## src/rtl/inv_shift_row_byte_sub_if.sv

```systemverilog
// Control handshake plus statemt RAM and inverse S-box ROM buses
// for the AES InvShiftRows/InvSubBytes stage.
interface inv_shift_row_byte_sub_if;
   logic        ap_start;
   logic        ap_done;
   logic        ap_idle;
   logic        ap_ready;
   logic [4:0]  statemt_address0;
   logic [4:0]  statemt_address1;
   logic        statemt_ce0;
   logic        statemt_ce1;
   logic        statemt_we0;
   logic        statemt_we1;
   logic [31:0] statemt_d0;
   logic [31:0] statemt_d1;
   logic [31:0] statemt_q0;
   logic [31:0] statemt_q1;
   logic [7:0]  invSbox_address0;
   logic [7:0]  invSbox_address1;
   logic        invSbox_ce0;
   logic        invSbox_ce1;
   logic [7:0]  invSbox_q0;
   logic [7:0]  invSbox_q1;

   modport master (
      input  ap_start,
      output ap_done, ap_idle, ap_ready,
      output statemt_address0, statemt_address1,
      output statemt_ce0, statemt_ce1,
      output statemt_we0, statemt_we1,
      output statemt_d0, statemt_d1,
      input  statemt_q0, statemt_q1,
      output invSbox_address0, invSbox_address1,
      output invSbox_ce0, invSbox_ce1,
      input  invSbox_q0, invSbox_q1
   );

   modport slave (
      output ap_start,
      input  ap_done, ap_idle, ap_ready,
      input  statemt_address0, statemt_address1,
      input  statemt_ce0, statemt_ce1,
      input  statemt_we0, statemt_we1,
      input  statemt_d0, statemt_d1,
      output statemt_q0, statemt_q1,
      input  invSbox_address0, invSbox_address1,
      input  invSbox_ce0, invSbox_ce1,
      output invSbox_q0, invSbox_q1
   );
endinterface

```

## src/rtl/inv_shift_row_byte_sub.sv

```systemverilog
// AES-decrypt stage: in-place InvShiftRows + InvSubBytes on the
// 16-word statemt RAM, reading through an external inverse S-box ROM.
module inv_shift_row_byte_sub #(
   parameter int         SBOX_AW   = 8,
   parameter logic [1:0] KEY_OK    = 2'b10,
   parameter logic [7:0] SPUR_MASK = 8'h1B
) (
   input logic                   ap_clk,
   input logic                   ap_rst_n,
   input logic [7:0]             working_key,
   inv_shift_row_byte_sub_if.master bus
);

   typedef enum logic [2:0] {
      IDLE, LOAD, LCAP, LKP, WB, DONE
   } state_t;

   state_t               state;
   logic [2:0]           k;
   logic [2:0]           p;
   logic [2:0]           p_nx;
   logic [SBOX_AW-1:0]   sbuf [16];
   logic [4:0]           sa0, sa1;
   logic                 sce0, sce1;
   logic                 swe0, swe1;
   logic [SBOX_AW-1:0]   ra0, ra1;
   logic                 rce0, rce1;
   logic                 done_q;
   logic [7:0]           mask;
   logic                 unused_bits;

   // Source byte of output slot i: same row, column shifted by row.
   function automatic logic [3:0] src(input logic [3:0] i);
      return {i[3:2] - i[1:0], i[1:0]};
   endfunction

   assign p_nx = (state == WB) ? p + 3'd1 : 3'd0;

   always_ff @(posedge ap_clk or negedge ap_rst_n) begin
      if (!ap_rst_n) begin
         state  <= IDLE;
         k      <= '0;
         p      <= '0;
         sa0    <= '0;
         sa1    <= '0;
         sce0   <= 1'b0;
         sce1   <= 1'b0;
         swe0   <= 1'b0;
         swe1   <= 1'b0;
         ra0    <= '0;
         ra1    <= '0;
         rce0   <= 1'b0;
         rce1   <= 1'b0;
         done_q <= 1'b0;
         for (int i = 0; i < 16; i++) sbuf[i] <= '0;
      end else begin
         sce0   <= 1'b0;
         sce1   <= 1'b0;
         swe0   <= 1'b0;
         swe1   <= 1'b0;
         rce0   <= 1'b0;
         rce1   <= 1'b0;
         done_q <= 1'b0;
         unique case (state)
            IDLE: begin
               if (bus.ap_start) begin
                  k     <= '0;
                  state <= LOAD;
                  sce0  <= 1'b1;
                  sce1  <= 1'b1;
                  sa0   <= 5'd0;
                  sa1   <= 5'd1;
               end
            end
            LOAD: begin
               if (k != 3'd0) begin
                  sbuf[{k - 3'd1, 1'b0}] <= bus.statemt_q0[7:0];
                  sbuf[{k - 3'd1, 1'b1}] <= bus.statemt_q1[7:0];
               end
               if (k == 3'd7) begin
                  state <= LCAP;
               end else begin
                  k    <= k + 3'd1;
                  sce0 <= 1'b1;
                  sce1 <= 1'b1;
                  sa0  <= {1'b0, k + 3'd1, 1'b0};
                  sa1  <= {1'b0, k + 3'd1, 1'b1};
               end
            end
            LCAP: begin
               sbuf[14] <= bus.statemt_q0[7:0];
               sbuf[15] <= bus.statemt_q1[7:0];
               p        <= '0;
               state    <= LKP;
               rce0     <= 1'b1;
               rce1     <= 1'b1;
               ra0      <= sbuf[src({p_nx, 1'b0})];
               ra1      <= sbuf[src({p_nx, 1'b1})];
            end
            LKP: begin
               state <= WB;
               sce0  <= 1'b1;
               sce1  <= 1'b1;
               swe0  <= 1'b1;
               swe1  <= 1'b1;
               sa0   <= {1'b0, p, 1'b0};
               sa1   <= {1'b0, p, 1'b1};
            end
            WB: begin
               if (p == 3'd7) begin
                  state  <= DONE;
                  done_q <= 1'b1;
               end else begin
                  p     <= p_nx;
                  state <= LKP;
                  rce0  <= 1'b1;
                  rce1  <= 1'b1;
                  ra0   <= sbuf[src({p_nx, 1'b0})];
                  ra1   <= sbuf[src({p_nx, 1'b1})];
               end
            end
            DONE:    state <= IDLE;
            default: state <= IDLE;
         endcase
      end
   end

   // ROM data only arrives in WB, so write data is formed there.
   assign mask = (working_key[5:4] == KEY_OK) ? 8'h00 : SPUR_MASK;

   assign bus.statemt_d0 = (state == WB) ?
      {24'b0, bus.invSbox_q0 ^ mask} : 32'b0;
   assign bus.statemt_d1 = (state == WB) ?
      {24'b0, bus.invSbox_q1 ^ mask} : 32'b0;

   assign bus.statemt_address0 = sa0;
   assign bus.statemt_address1 = sa1;
   assign bus.statemt_ce0      = sce0;
   assign bus.statemt_ce1      = sce1;
   assign bus.statemt_we0      = swe0;
   assign bus.statemt_we1      = swe1;
   assign bus.invSbox_address0 = ra0;
   assign bus.invSbox_address1 = ra1;
   assign bus.invSbox_ce0      = rce0;
   assign bus.invSbox_ce1      = rce1;
   assign bus.ap_done          = done_q;
   assign bus.ap_ready         = done_q;
   assign bus.ap_idle          = (state == IDLE) && !bus.ap_start;

   assign unused_bits = ^{working_key[7:6], working_key[3:0],
                          bus.statemt_q0[31:8], bus.statemt_q1[31:8]};

endmodule

```

## src/flat_wrapper.sv

```systemverilog
// flat-port wrapper written by rule: the top's interface ports become plain ports
module inv_shift_row_byte_sub_flat 
#(
   parameter int         SBOX_AW   = 8,
   parameter logic [1:0] KEY_OK    = 2'b10,
   parameter logic [7:0] SPUR_MASK = 8'h1B
)
  (ap_clk, ap_rst_n, working_key, bus_ap_start, bus_ap_done, bus_ap_idle, bus_ap_ready, bus_statemt_address0, bus_statemt_address1, bus_statemt_ce0, bus_statemt_ce1, bus_statemt_we0, bus_statemt_we1, bus_statemt_d0, bus_statemt_d1, bus_statemt_q0, bus_statemt_q1, bus_invSbox_address0, bus_invSbox_address1, bus_invSbox_ce0, bus_invSbox_ce1, bus_invSbox_q0, bus_invSbox_q1);
  inv_shift_row_byte_sub_if bus_i ();
  input logic ap_clk;
  input logic ap_rst_n;
  input logic [7:0] working_key;
  input wire logic [$bits(bus_i.ap_start)-1:0] bus_ap_start;
  output wire logic [$bits(bus_i.ap_done)-1:0] bus_ap_done;
  output wire logic [$bits(bus_i.ap_idle)-1:0] bus_ap_idle;
  output wire logic [$bits(bus_i.ap_ready)-1:0] bus_ap_ready;
  output wire logic [$bits(bus_i.statemt_address0)-1:0] bus_statemt_address0;
  output wire logic [$bits(bus_i.statemt_address1)-1:0] bus_statemt_address1;
  output wire logic [$bits(bus_i.statemt_ce0)-1:0] bus_statemt_ce0;
  output wire logic [$bits(bus_i.statemt_ce1)-1:0] bus_statemt_ce1;
  output wire logic [$bits(bus_i.statemt_we0)-1:0] bus_statemt_we0;
  output wire logic [$bits(bus_i.statemt_we1)-1:0] bus_statemt_we1;
  output wire logic [$bits(bus_i.statemt_d0)-1:0] bus_statemt_d0;
  output wire logic [$bits(bus_i.statemt_d1)-1:0] bus_statemt_d1;
  input wire logic [$bits(bus_i.statemt_q0)-1:0] bus_statemt_q0;
  input wire logic [$bits(bus_i.statemt_q1)-1:0] bus_statemt_q1;
  output wire logic [$bits(bus_i.invSbox_address0)-1:0] bus_invSbox_address0;
  output wire logic [$bits(bus_i.invSbox_address1)-1:0] bus_invSbox_address1;
  output wire logic [$bits(bus_i.invSbox_ce0)-1:0] bus_invSbox_ce0;
  output wire logic [$bits(bus_i.invSbox_ce1)-1:0] bus_invSbox_ce1;
  input wire logic [$bits(bus_i.invSbox_q0)-1:0] bus_invSbox_q0;
  input wire logic [$bits(bus_i.invSbox_q1)-1:0] bus_invSbox_q1;
  assign bus_i.ap_start = bus_ap_start;
  assign bus_ap_done = bus_i.ap_done;
  assign bus_ap_idle = bus_i.ap_idle;
  assign bus_ap_ready = bus_i.ap_ready;
  assign bus_statemt_address0 = bus_i.statemt_address0;
  assign bus_statemt_address1 = bus_i.statemt_address1;
  assign bus_statemt_ce0 = bus_i.statemt_ce0;
  assign bus_statemt_ce1 = bus_i.statemt_ce1;
  assign bus_statemt_we0 = bus_i.statemt_we0;
  assign bus_statemt_we1 = bus_i.statemt_we1;
  assign bus_statemt_d0 = bus_i.statemt_d0;
  assign bus_statemt_d1 = bus_i.statemt_d1;
  assign bus_i.statemt_q0 = bus_statemt_q0;
  assign bus_i.statemt_q1 = bus_statemt_q1;
  assign bus_invSbox_address0 = bus_i.invSbox_address0;
  assign bus_invSbox_address1 = bus_i.invSbox_address1;
  assign bus_invSbox_ce0 = bus_i.invSbox_ce0;
  assign bus_invSbox_ce1 = bus_i.invSbox_ce1;
  assign bus_i.invSbox_q0 = bus_invSbox_q0;
  assign bus_i.invSbox_q1 = bus_invSbox_q1;
  inv_shift_row_byte_sub #(.SBOX_AW(SBOX_AW), .KEY_OK(KEY_OK), .SPUR_MASK(SPUR_MASK)) u_core (.ap_clk(ap_clk), .ap_rst_n(ap_rst_n), .working_key(working_key), .bus(bus_i));
endmodule
```

## config.mk

```make
export PLATFORM = sky130hd
export DESIGN_NAME = inv_shift_row_byte_sub_flat
export DESIGN_NICKNAME = d
export VERILOG_FILES = /design/src/rtl/inv_shift_row_byte_sub_if.sv /design/src/rtl/inv_shift_row_byte_sub.sv /design/src/flat_wrapper.sv
export SDC_FILE = /design/constraint.sdc
export NUM_CORES = 1
export LEC_CHECK = 0
export ABC_AREA = 1
export CAP_MARGIN = 25
export CORE_MARGIN = 2
export CORE_UTILIZATION = 50
export CTS_BUF_LIST = sky130_fd_sc_hd__clkbuf_8 sky130_fd_sc_hd__clkbuf_16
export CTS_CLUSTER_DIAMETER = 30
export DETAILED_ROUTE_END_ITERATION = 7
export GPL_TIMING_DRIVEN = 1
export PLACE_DENSITY = 0.8
export SETUP_SLACK_MARGIN = 0.4
export SLEW_MARGIN = 10
export SYNTH_ARGS = -nofsm -noshare
export SYNTH_HDL_FRONTEND = slang
export SYNTH_SLANG_ARGS = --single-unit
```

## constraint.sdc

```tcl
create_clock -name ap_clk -period 2.35 [get_ports ap_clk]
set_input_delay 0.235 -clock ap_clk [delete_from_list [all_inputs] [get_ports ap_clk]]
set_output_delay 0.235 -clock ap_clk [all_outputs]
set_load 0.01 [all_outputs]
```

==> results_dict.tcl <==
set metrics [dict create \
    rows 47 \
    required_ns 2.63 \
    drive_gt1_frac 0.09405 \
    synth_top_area_frac 0.4857 \
    yosysTopAreaCell "dfrtp_1" \
    status "complete, no violations" \
    die_w_um 132.8 \
    avgRoutedWirePerCell_um 15.74 \
    firstDrtPassIters 5 \
    area_growth_pct 20.52 \
    cts_tree "done" \
    fin_ws_ns 0.4306 \
    power_density_nw_per_um2 1381 \
    via_per_inst 5.310 \
    drc 0 \
    synth_cells 1072 \
    root_buffer "clkbuf_16" \
    finalCritPeriodShare 0.8168 \
    wl_um 21710 \
    synth_edf_count 0 \
    gp_congestion 0.8104 \
    tightest_slew_ns 0.6985 \
    rsz0062_at_grt "true" \
    drtIter0Drc 846 \
    cts.sinks 161 \
    p_sw_frac 0.3970 \
    timing.final.crit_period_ns 1.919 \
    crit_arrival_ns 2.20 \
    crit_fanout 32 \
    die-area_sq_um 17630 \
    critical_path.startpoint "u_core.k[0]" \
    nNetsFinal 1243 \
    yosysMostFrequentCell "nand2_1" \
    critical_path_class "flop to flop" \
    grt_pass1_vias 6808 \
    netlist_area_sq_um 8294 \
    ios 190 \
    slew_viol_final 0 \
    avgSynthCellArea_sq_um 7.737 \
    grt_max_degree 68 \
    max_freq_ghz 0.5210 \
    clk-insertion-delay-late_ns 0.43 \
    power_frac_clock 0.220 \
    combPwrFrac 0.421 \
    clock_path_buffers 2 \
    slew_headroom 0.5338 \
    grt.total_usage 0.2434 \
    grt_pass1_wl_um 34120 \
    vias 7322 \
    antenna_left 0 \
    setup_viol 0 \
    dp_slack_ns 0.2640 \
    path_cells "inv_1 -> ha_1 -> xnor2_2 -> inv_1 -> nor2_1 -> nand2_1 -> buf_4 -> nand2_1 -> o21ai_0" \
    cts_made_buffers 17 \
    grt_overflow 0 \
    max_stage_delay_ns 0.39 \
    p_seq_frac 0.359 \
    synth.distinct_cells 32 \
    hold_viol 0 \
    hp-class "input port to async pin" \
    cp-start-kind "flop" \
    ff2ff_setup_slack_ns 0.43 \
    start_util 0.5055 \
    endpoint_kind "flop" \
    fin_tns_setup_ns 0 \
    synth_seq_area_share 0.4857 \
    synthFlopType "dfrtp_1" \
    grt_antenna_before_repair 0 \
    diodes 0 \
    p_leak_nw 5.224 \
    dp_hpwl_um 12550 \
    final_util 0.6092 \
    crit_slowest_cell "dfrtp_1" \
    cts.htree.levels 4 \
    clk_pin_slew_ns 0.07 \
    peakVddDrop_v 0.0006801 \
    drv_cap 0 \
    die_h_um 132.8 \
    ys_ff_latch 161 \
    ys.warnings.count 0 \
    p_int_mw 8.323 \
    synth-async-reset-ratio 1.000 \
    fin_skew_ns 0.01345 \
    io_buffers 84 \
    worstReg2RegStart "u_core.k[0]" \
    ys_top_cells_by_area "dfrtp_1, nand2_1, o21ai_0" \
    ys_top_cells_by_count "nand2_1, dfrtp_1, o21ai_0" \
    fp.coreArea_sq_um 16410 \
    switchingPower_mw 5.480 \
]
## per-layer routing
layer,up-vias,global-route usage,wire (um),part of all wire
met4,0,0.08005,253,0.012
met1,3416,0.3172,8751,0.40
met5,-,0,0,0
met3,35,0.04674,2060,0.095
li1,3457,-,-,-
met2,414,0.4111,10640,0.49
## final timing paths
check	cells past startpoint	endpoint
min	2	u_core.k[1]
min reg2reg	1	u_core.bus.statemt_address1[0]
max in group asynchronous	3	u_core.sbuf[71]
max reg2reg	9	u_core.sbuf[119]
max	9	u_core.sbuf[119]
min in group ap_clk	3	u_core.sbuf[0]
## state kept, by name (all words and copies together) (netlist names)
| name | flops |
|---|---|
| u_core.bus.invSbox_address1 | 8 |
| u_core.k | 3 |
| u_core.bus.invSbox_address0 | 8 |
| u_core.bus.statemt_address1 | 3 |
| u_core.bus.statemt_ce0 | 1 |
| u_core.sbuf | 128 |
| u_core.bus.invSbox_ce0 | 1 |
| u_core.bus.statemt_we0 | 1 |
| u_core.bus.statemt_address0 | 1 |
| u_core.state | 3 |
| u_core.p | 3 |
| u_core.bus.ap_done | 1 |
## per-stage QoR
stage / hold slack (ns) / power (mW) / cells / instance area (sq um)
2_1_floorplan: -0.06059 / 8.513 / 1122 / 8482
3_3_place_gp: 0.2430 / 9.897 / 1335 / 9125
3_5_place_dp: 0.2435 / 10.16 / 1335 / 9125
4_1_cts: 0.3760 / 13.40 / 1373 / 9838
5_1_grt: 0.4189 / 14.76 / 1379 / 9996
6_report: 0.3629 / 13.80 / 1379 / 9996
## power by group through the flow
stage / Sequential, mW / Combinational [mW] / Clock [mW]
2_1_floorplan: 4.85 / 3.66 / 0
3_3_place_gp: 4.87 / 5.03 / 0
3_5_place_dp: 4.94 / 5.22 / 0
4_1_cts: 4.92 / 5.41 / 3.07
5_1_grt: 5.08 / 6.50 / 3.18
6_report: 4.95 / 5.81 / 3.04
## area by class of cell
class / instances / area [sq um]
clock buffer: 18 / 439.2
clock inverter: 14 / 212.7
fill: 1350 / 6411
inverter: 102 / 390.4
multi-input combinational: 742 / 3412
sequential: 161 / 4031
tap: 220 / 275.3
timing repair buffer: 122 / 1235
## kinds of logic after synthesis
family                     count (synthesis)  synth area share
AOI/OAI and AO/OA                        176            0.1082
xor gates and xnor gates                   2          0.002112
adders and majority gates                  6          0.009051
buffers and inverters                    219            0.1350
DFF                                      161            0.4857
other                                      1         0.0004521
and+or+nand+nor                          507            0.2595
## worst max-delay path: cells and delay by family, from the launching register on
family / cells / cell delay, ns
buffers and inverters: 3 / 0.48
flip-flops: 1 / 0.39
AND/OR/NAND/NOR: 3 / 0.34
adder cells (fa/ha/maj): 1 / 0.25
XOR/XNOR: 1 / 0.19
AO/OA/AOI/OAI: 1 / 0.10
## cells in the final DEF (no fill, tap or decap), drive strengths merged, types with 2 or more instances in the layout
cell	instances
ha	6
a21oi	20
nand3	42
nor3	2
nor2	78
nand2	340
clkinvlp	2
clkinv	9
dfrtp	161
o211ai	4
o21ai	148
dlygate4sd2	9
clkbuf	26
bufinv	5
conb	51
nand4	44
clkdlybuf4s50	66
inv	100
a31oi	2
buf	38
## timing repair
action,4_1_cts,5_1_grt
pin swaps,1,5
hold buffers,1,0
setup endpoints to repair,40,124
gates cloned,0,2
endpoints found under the hold margin,57,0
resized for setup,28,39
buffers inserted,5,4
Power figures use the tool's default switching activity.
==> variant (config.mk and constraints unchanged) <==
Add an input register stage for `working_key`, with the module's reset; this delays it by one clock. The other inputs are not delayed to match.
--- a/src/rtl/inv_shift_row_byte_sub.sv
+++ b/src/rtl/inv_shift_row_byte_sub.sv
@@ -15,4 +15,14 @@
       IDLE, LOAD, LCAP, LKP, WB, DONE
    } state_t;
+
+   logic [7:0] working_key_q;
+
+   always_ff @(posedge ap_clk or negedge ap_rst_n) begin
+      if (!ap_rst_n) begin
+         working_key_q <= '0;
+      end else begin
+         working_key_q <= working_key;
+      end
+   end
 
    state_t               state;
@@ -127,5 +137,5 @@
 
    // ROM data only arrives in WB, so write data is formed there.
-   assign mask = (working_key[5:4] == KEY_OK) ? 8'h00 : SPUR_MASK;
+   assign mask = (working_key_q[5:4] == KEY_OK) ? 8'h00 : SPUR_MASK;
 
    assign bus.statemt_d0 = (state == WB) ?
@@ -148,5 +158,5 @@
    assign bus.ap_idle          = (state == IDLE) && !bus.ap_start;
 
-   assign unused_bits = ^{working_key[7:6], working_key[3:0],
+   assign unused_bits = ^{working_key_q[7:6], working_key_q[3:0],
                           bus.statemt_q0[31:8], bus.statemt_q1[31:8]};
 
Behaviour: no difference found for any inputs over 10 cycles, from zero or initial values and one cycle with ap_rst_n low; that may be too few to reach the edited logic, so the function may still have changed.
==> variant against the original RTL <==
Worst setup slack worse by 41 ps. Power down 3.4%. Final area grew 1.1%. Worst hold slack got worse by 120 ps. Maximum frequency is 2.1% lower. Synthesized cell count increased by 0.84%. Area after synthesis increased by 0.60%. Sequential cell count grew 2. Routed wire length fell by 2.5%. Global-route usage decreased by 0.12 points. Critical path type unchanged.
==> variant: results (changes against the original RTL) <==
| Metric | Value |
|---|---|
| Outcome | `finished, final reports clean` |
| Hold/Removal Path Class | `input pin to register` |
| Final nets | `1253 (+0.80%)` |
| Met3 usage | `5.708% (+1.0 points)` |
| Clock network power | `2.95 mW (-3%)` |
| Adder-cell share of the synthesized area | `0.8997% (-0.0054 points)` |
| Worst Path Required | `2670 ps (+40 ps)` |
| Compound-cell area share of the yosys netlist | `10.78% (-0.035 points)` |
| #MultiIn Comb | `745 (+0.40%)` |
| Met1 Wirelength | `8859 um (+1.2%)` |
| GR Util met1 | `32.63% (+0.90 points)` |
| LEAKAGE | `5.265 nW (+0.77%)` |
| Final WL | `21160 um (-2.5%)` |
| Share of cells above drive strength 1 | `10.35% (+0.95 points)` |
| Hpwl dp | `12470 um (-0.57%)` |
| Non-clk bufs | `121 (-0.82%)` |
| Inverters, non-clock | `108 (+5.9%)` |
| Sequential fraction of the synthesis area | `48.88% (+0.31 points)` |
| Flip-flop and latch area | `4083 um2 (+1.3%)` |
| NonClk Buf Share | `12.20% (-0.15 points)` |
| Netlist cell types | `33 (+3.1%)` |
| DR pass1 iterations | `6 (+1)` |
| Reg2reg end | `u_core.bus.invSbox_address0[6]` |
| First-pass GRT wire length | `34110 um (about the same)` |
| Kind of cell adding the most delay to the critical path | `simple AND/OR/NAND/NOR gates` |
| Power Internal | `8.177 mW (-1.8%)` |
| Setup Fix Bufs, Post-CTS | `3 (-2)` |
| Xor/xnor cell area share of the yosys netlist | `0.1050% (-0.11 points)` |
| Via-per-instance ratio | `5.274 (-0.68%)` |
| Max stage delay on crit path | `410 ps (+20 ps)` |
| Met3 WL | `1961 um (-4.8%)` |
| Least-Margin Pin Slew | `610.5 ps (-87.96 ps)` |
| Pin count of the biggest net entering global routing | `66 (-2.9%)` |
| Crit Path Max Fanout | `8 (-75%)` |
| Filler cells | `1377 (+2.0%)` |
| Sequential cells | `163 (+1.2%)` |
| Multi-input gate area | `3466 um2 (+1.6%)` |
variant: cell types whose count changed after synthesis, sizes merged, moves of 2 or more:
cell / change
a21oi: -9
buf: -15
clkbuf: +14
dfrtp: +2
inv: +5
nand2: +10
nand3: +4
nor2: -11
o21ai: +12
variant: metrics by stage:
stage	hold WS, ps	cells	cell area, um2	setup slack (ps)	power, mW
floorplan	-60.59	1131	8532	611.3	8.311
global placement	269.6	1341	9216	283.6	9.720
CTS	234.1	1378	9923	381.3	13.04
detailed placement	269.7	1341	9216	160.0	9.938
finish	240.3	1389	10110	389.5	13.33
global route	250.1	1389	10110	297.8	14.32
variant: kinds of logic after synthesis:
logic type               after synthesis
buffers and inverters                223
flip-flops                           163
AND/OR/NAND/NOR                      510
other                                  1
adder cells (fa/ha/maj)                6
XOR/XNOR                               1
AO/OA/AOI/OAI                        177
